### config.mk
export PLATFORM = sky130hd
export DESIGN_NAME = serial_accumulator_flat
export DESIGN_NICKNAME = d
export VERILOG_FILES = /design/src/rtl/serial_accumulator_pkg.sv /design/src/rtl/serial_accumulator_if.sv /design/src/rtl/serial_accumulator_full_adder.sv /design/src/rtl/serial_accumulator.sv /design/src/flat_wrapper.sv
export SDC_FILE = /design/constraint.sdc
export NUM_CORES = 1
export LEC_CHECK = 0
export ABC_AREA = 1
export CAP_MARGIN = 30
export CORE_MARGIN = 3
export CORE_UTILIZATION = 48
export CTS_CLUSTER_DIAMETER = 100
export DETAILED_ROUTE_END_ITERATION = 6
export HOLD_SLACK_MARGIN = 0.02
export PLACE_DENSITY_LB_ADDON = 0.2
export SLEW_MARGIN = 20
export SYNTH_ARGS = -nofsm -noshare
export SYNTH_HDL_FRONTEND = slang
export SYNTH_HIERARCHICAL = 1
export SYNTH_SLANG_ARGS = --single-unit
### constraint.sdc
create_clock -name clk -period 1.18 [get_ports clk]
set_input_delay 0.118 -clock clk [delete_from_list [all_inputs] [get_ports clk]]
set_output_delay 0.118 -clock clk [all_outputs]
set_load 0.005 [all_outputs]
### src/rtl/serial_accumulator_pkg.sv
// Shared definitions for the bit-serial accumulator: state encoding and
// the helper that sizes the bit counter from the accumulator width.
package serial_accumulator_pkg;

  localparam logic [1:0] IDLE = 2'd0;
  localparam logic [1:0] ADD  = 2'd1;
  localparam logic [1:0] DONE = 2'd2;

  typedef enum logic [1:0] {
    ST_IDLE = IDLE,
    ST_ADD  = ADD,
    ST_DONE = DONE
  } state_t;

  // Counter must index bits 0..accWidth-1; never narrower than one bit.
  function automatic int cntWidth(input int accWidth);
    return (accWidth <= 2) ? 1 : $clog2(accWidth);
  endfunction

endpackage

### src/rtl/serial_accumulator_if.sv
// Operand handshake and result bus of the serial accumulator.
// The master supplies operands and clear; the slave (the accumulator)
// returns ready, the registered sum, its strobe and the overflow flag.
interface serial_accumulator_if #(
  parameter int WIDTH     = 8,
  parameter int ACC_WIDTH = 16
);

  logic                 in_valid;
  logic                 in_ready;
  logic [WIDTH-1:0]     in_data;
  logic                 clear;
  logic [ACC_WIDTH-1:0] acc_out;
  logic                 out_valid;
  logic                 overflow;

  modport master (
    output in_valid, in_data, clear,
    input  in_ready, acc_out, out_valid, overflow
  );

  modport slave (
    input  in_valid, in_data, clear,
    output in_ready, acc_out, out_valid, overflow
  );

endinterface

### src/rtl/serial_accumulator_full_adder.sv
// One-bit full adder; the accumulator reuses a single instance every cycle
// and closes the carry loop through its own flop.
module full_adder (
  input  logic a,
  input  logic b,
  input  logic carry_in,
  output logic sum,
  output logic carry_out
);

  assign sum       = a ^ b ^ carry_in;
  assign carry_out = (a & b) | (a & carry_in) | (b & carry_in);

endmodule

### src/rtl/serial_accumulator.sv
// Bit-serial accumulator: adds one unsigned operand into a running sum,
// LSB first, one bit per clock through a single full adder. The sum is
// published with a one-cycle strobe and a sticky carry-out flag.
module serial_accumulator
  import serial_accumulator_pkg::*;
#(
  parameter int WIDTH     = 8,
  parameter int ACC_WIDTH = 16
) (
  input  logic                  clk,
  input  logic                  rst,
  serial_accumulator_if.slave   bus
);

  localparam int CNT_W = cntWidth(ACC_WIDTH);

  state_t               r_state;
  logic [ACC_WIDTH-1:0] r_acc;
  logic [ACC_WIDTH-1:0] r_accShift;
  logic [ACC_WIDTH-1:0] r_opShift;
  logic                 r_carry;
  logic                 r_overflow;
  logic                 r_outValid;
  logic [CNT_W-1:0]     r_cnt;

  logic [WIDTH-1:0]     w_inData;
  logic [ACC_WIDTH-1:0] w_accNext;
  logic                 w_sum;
  logic                 w_carryOut;
  logic                 w_lastBit;

  full_adder u_fullAdder (
    .a         (r_accShift[0]),
    .b         (r_opShift[0]),
    .carry_in  (r_carry),
    .sum       (w_sum),
    .carry_out (w_carryOut)
  );

  assign w_inData  = bus.in_data;
  assign w_accNext = {w_sum, r_accShift[ACC_WIDTH-1:1]};
  assign w_lastBit = (r_cnt == CNT_W'(ACC_WIDTH - 1));

  assign bus.in_ready  = (r_state == ST_IDLE) && !bus.clear;
  assign bus.acc_out   = r_acc;
  assign bus.out_valid = r_outValid;
  assign bus.overflow  = r_overflow;

  // FSM plus datapath: load on acceptance, rotate one sum bit per ADD cycle,
  // commit the fully rotated sum on the last bit and strobe for one cycle.
  always_ff @(posedge clk) begin
    if (rst) begin
      r_state    <= ST_IDLE;
      r_acc      <= '0;
      r_accShift <= '0;
      r_opShift  <= '0;
      r_carry    <= 1'b0;
      r_overflow <= 1'b0;
      r_outValid <= 1'b0;
      r_cnt      <= '0;
    end else begin
      case (r_state)
        ST_IDLE: begin
          r_outValid <= 1'b0;
          if (bus.clear) begin
            r_acc      <= '0;
            r_overflow <= 1'b0;
          end else if (bus.in_valid) begin
            r_opShift  <= ACC_WIDTH'(w_inData);
            r_accShift <= r_acc;
            r_carry    <= 1'b0;
            r_cnt      <= '0;
            r_state    <= ST_ADD;
          end
        end
        ST_ADD: begin
          r_accShift <= w_accNext;
          r_opShift  <= {1'b0, r_opShift[ACC_WIDTH-1:1]};
          r_carry    <= w_carryOut;
          r_cnt      <= r_cnt + 1'b1;
          if (w_lastBit) begin
            r_acc      <= w_accNext;
            r_overflow <= r_overflow | w_carryOut;
            r_outValid <= 1'b1;
            r_state    <= ST_DONE;
          end
        end
        ST_DONE: begin
          r_outValid <= 1'b0;
          r_state    <= ST_IDLE;
        end
        default: begin
          r_outValid <= 1'b0;
          r_state    <= ST_IDLE;
        end
      endcase
    end
  end

endmodule

### src/flat_wrapper.sv
// flat-port wrapper written by rule: the top's interface ports become plain ports
module serial_accumulator_flat import serial_accumulator_pkg::*;
#(
  parameter int WIDTH     = 8,
  parameter int ACC_WIDTH = 16
)
  (clk, rst, bus_in_valid, bus_in_data, bus_clear, bus_in_ready, bus_acc_out, bus_out_valid, bus_overflow);
  serial_accumulator_if #(.WIDTH(WIDTH), .ACC_WIDTH(ACC_WIDTH)) bus_i ();
  input  logic clk;
  input  logic rst;
  input wire logic [$bits(bus_i.in_valid)-1:0] bus_in_valid;
  input wire logic [$bits(bus_i.in_data)-1:0] bus_in_data;
  input wire logic [$bits(bus_i.clear)-1:0] bus_clear;
  output wire logic [$bits(bus_i.in_ready)-1:0] bus_in_ready;
  output wire logic [$bits(bus_i.acc_out)-1:0] bus_acc_out;
  output wire logic [$bits(bus_i.out_valid)-1:0] bus_out_valid;
  output wire logic [$bits(bus_i.overflow)-1:0] bus_overflow;
  assign bus_i.in_valid = bus_in_valid;
  assign bus_i.in_data = bus_in_data;
  assign bus_i.clear = bus_clear;
  assign bus_in_ready = bus_i.in_ready;
  assign bus_acc_out = bus_i.acc_out;
  assign bus_out_valid = bus_i.out_valid;
  assign bus_overflow = bus_i.overflow;
  serial_accumulator #(.WIDTH(WIDTH), .ACC_WIDTH(ACC_WIDTH)) u_core (.clk(clk), .rst(rst), .bus(bus_i));
endmodule
==> impl_metrics.py <==
metrics = {
    "power_and_ir_drop": {
        "ir_worst_vdd_mv": 0.8772,
        "total_power_mw": 3.758,
        "p_leak_nw": 1.709,
        "power_density_nw_per_um2": 1141,
    },
    "run_status": {
        "violations": "setup timing",
        "outcome": "complete, but fails checks",
    },
    "sta": {
        "setup_tns_ns": -1.613,
        "finalSetupViolCount": 38,
        "finalMaxSlewViolations": 0,
        "finalCritPeriodShare_pct": 112.0,
        "slew_headroom_pct": 78.49,
        "period_needed_ns": 1.322,
        "hold_viol_final": 0,
        "clock_skew_ns": 0.01175,
        "fmax_mhz": 756.5,
        "rsz0062_at_grt": "yes",
        "tightestPinTransition_ns": 0.3215,
        "finalWorstSetupSlack_ns": -0.1418,
    },
    "routing": {
        "wl_um": 6725,
        "postRouteAntennaNets": 0,
        "drc_errors": 0,
        "wl_per_cell_um": 15.04,
        "drt_first_pass_iters": 4,
        "dr_total_vias": 2350,
        "drt_iter0_drc": 152,
        "via_per_inst": 5.257,
    },
    "clock_tree": {
        "htreeDepth": 2,
        "numCtsBuffers": 5,
        "insertion_delay_ns": 0.31,
        "cts_tree": "yes",
        "cts_root_buf": "clkbuf_8",
        "clock_sinks": 49,
        "cts_buffer_depth": 2,
        "path_clk_slew_ns": 0.10,
    },
    "synth": {
        "synth_edf_count": 0,
        "synth_cells": 329,
        "syn_nets": 343,
        "async_reset_ff_share_pct": 0,
        "synth_ff_type": "dfxtp_1",
        "syn_area_sq_um": 2206,
        "syn_avg_cell_area_sq_um": 6.705,
        "synth_warnings": 6,
        "synth_seq_area_share_pct": 44.47,
        "synth.distinct_cells": 21,
        "synth_seq_cells": 49,
    },
    "worst_setup_path": {
        "cp.arrival_ns": 1.57,
        "crit_type": "register to register",
        "critPathLaunchType": "register",
        "critPathRequiredTime_ns": 1.43,
        "cp_max_fo": 6,
        "end_kind": "register",
    },
    "cells_and_area": {
        "final_cells": 447,
        "multi_input_comb_area_sq_um": 1330,
        "fill_cells": 317,
        "areaGrowthSynthToFinish_pct": 49.35,
        "drive_gt1_share_pct": 29.37,
        "final_common_cell": "nand2_1",
        "diodes": 0,
        "nets": 408,
        "seqCellArea_sq_um": 1015,
        "final_cell_mix": "nand2_1 (141), nand3_1 (36), nor2_1 (31)",
        "stdcell_area_sq_um": 3294,
    },
    "place": {
        "gp_congestion": 0.8236,
        "dpl.cell_count": 420,
        "dpl_cell_area_sq_um": 2746,
        "hpwl_um": 3554,
        "io_buffer_count": 30,
    },
    "floorplanning": {
        "start_util_pct": 50.31,
        "core_sq_um": 4384,
        "rows": 24,
        "die_h_um": 73.79,
        "fp.dieW_um": 73.79,
        "io_pins": 31,
        "dieArea_sq_um": 5445,
    },
    "flow_run": {
        "drv_cap": 0,
    },
    "grt": {
        "antenna_found_initial": 0,
        "overflow": 0,
        "grt_pass1_vias": 2153,
        "grt_max_degree": 24,
        "grt_pass1_wl_um": 9653,
        "grt_usage_pct": 22.61,
    },
    "min_path": {
        "hp-class": "primary input to register",
    },
}
final cells by class:
type	count	area share (%)
Inverter	13	1.633
Clock buffer	5	2.089
Timing Repair Buffer	72	21.72
Clock inverter	3	1.405
Multi-Input combinational cell	253	40.37
Tap cell	52	1.975
Sequential cell	49	30.80
what timing repair did:
item                                    in CTS  in global routing
gates resized for setup                     60                 42
gates cloned                                 2                  3
pin swaps                                    7                  8
buffers inserted                            11                  4
hold buffers                                 0                  0
endpoints found under the setup margin      44                 45
registers in the layout, indices dropped and copies added (netlist names):
name / flops
u_core/bus.acc_out: 16
u_core/bus.out_valid: 1
u_core/bus.overflow: 1
u_core/r_accShift: 16
u_core/r_carry: 1
u_core/r_cnt: 4
u_core/r_opShift: 8
u_core/r_state: 2
path summary, 6_finish.rpt:
kind	from	end	slack, ns	cells after the start
worst max-delay path	u_core/r_state[1]$_SDFFE_PP0P_	u_core/r_accShift[11]$_SDFFE_PP0P_	-0.14	7
worst min-delay path	bus_in_data[7]	u_core/r_opShift[7]$_SDFFE_PP0P_	0.37	3
worst max register to register	u_core/r_state[1]$_SDFFE_PP0P_	u_core/r_accShift[11]$_SDFFE_PP0P_	-0.14	7
worst min register to register	u_core/bus.overflow$_SDFFE_PP0P_	u_core/bus.overflow$_SDFFE_PP0P_	0.45	2
routing by layer:
metal | GRT usage [%] | vias up | share of wire, %
met5 | 0 | - | 0
met1 | 28.56 | 1109 | 43
met4 | 6.237 | 0 | 1.5
li1 | - | 1166 | -
met2 | 38.78 | 67 | 51
met3 | 4.651 | 8 | 5.0
critical path, cell delays in order (launching register included):
cell	delay (ns)
dfxtp_4	0.37
buf_6	0.13
inv_4	0.12
nand2_8	0.09
buf_6	0.14
o21ai_0	0.23
nand2_1	0.10
nand2_1	0.06
per-stage QoR:
| stage | setup WS (ns) | utilization [%] | hold WS [ns] |
|---|---|---|---|
| CTS | -0.08650 | 69.52 | 0.3629 |
| global placement | -0.1597 | 62.64 | 0.4352 |
| floorplan | 0.01941 | - | 0.1871 |
| finish | -0.1418 | 75.14 | 0.3651 |
| global route | -0.1871 | 75.14 | 0.4069 |
| detailed placement | -0.1825 | 62.64 | 0.4402 |
synthesized netlist by cell type (2+ instances only):
| cell | count | area [sq um] |
|---|---|---|
| nand2_1 | 149 | 559.3 |
| dfxtp_1 | 49 | 980.9 |
| nand3_1 | 47 | 235.2 |
| nor2_1 | 36 | 135.1 |
| inv_1 | 10 | 37.54 |
| buf_4 | 8 | 60.06 |
| a21oi_1 | 5 | 25.02 |
| nand2_2 | 4 | 25.02 |
| buf_2 | 3 | 15.01 |
| clkbuf_1 | 3 | 11.26 |
| inv_2 | 3 | 11.26 |
| o21a_1 | 2 | 15.01 |
| o21ai_0 | 2 | 10.01 |
kinds of logic after synthesis:
kind of cell / count (synthesis) / share of synthesized area, %
and+or+nand+nor: 239 / 44.75
DFF: 49 / 44.47
buffers and inverters: 29 / 6.806
AOI/OAI and AO/OA: 10 / 2.495
adders and majority gates: 2 / 1.475
where the power goes:
group          switching, mW  internal, mW
logic                  0.401         0.365
clock network          0.570         0.634
registers             0.0498          1.74
total                   1.02          2.74
Note: power is estimated with default switching activity, not from simulation.
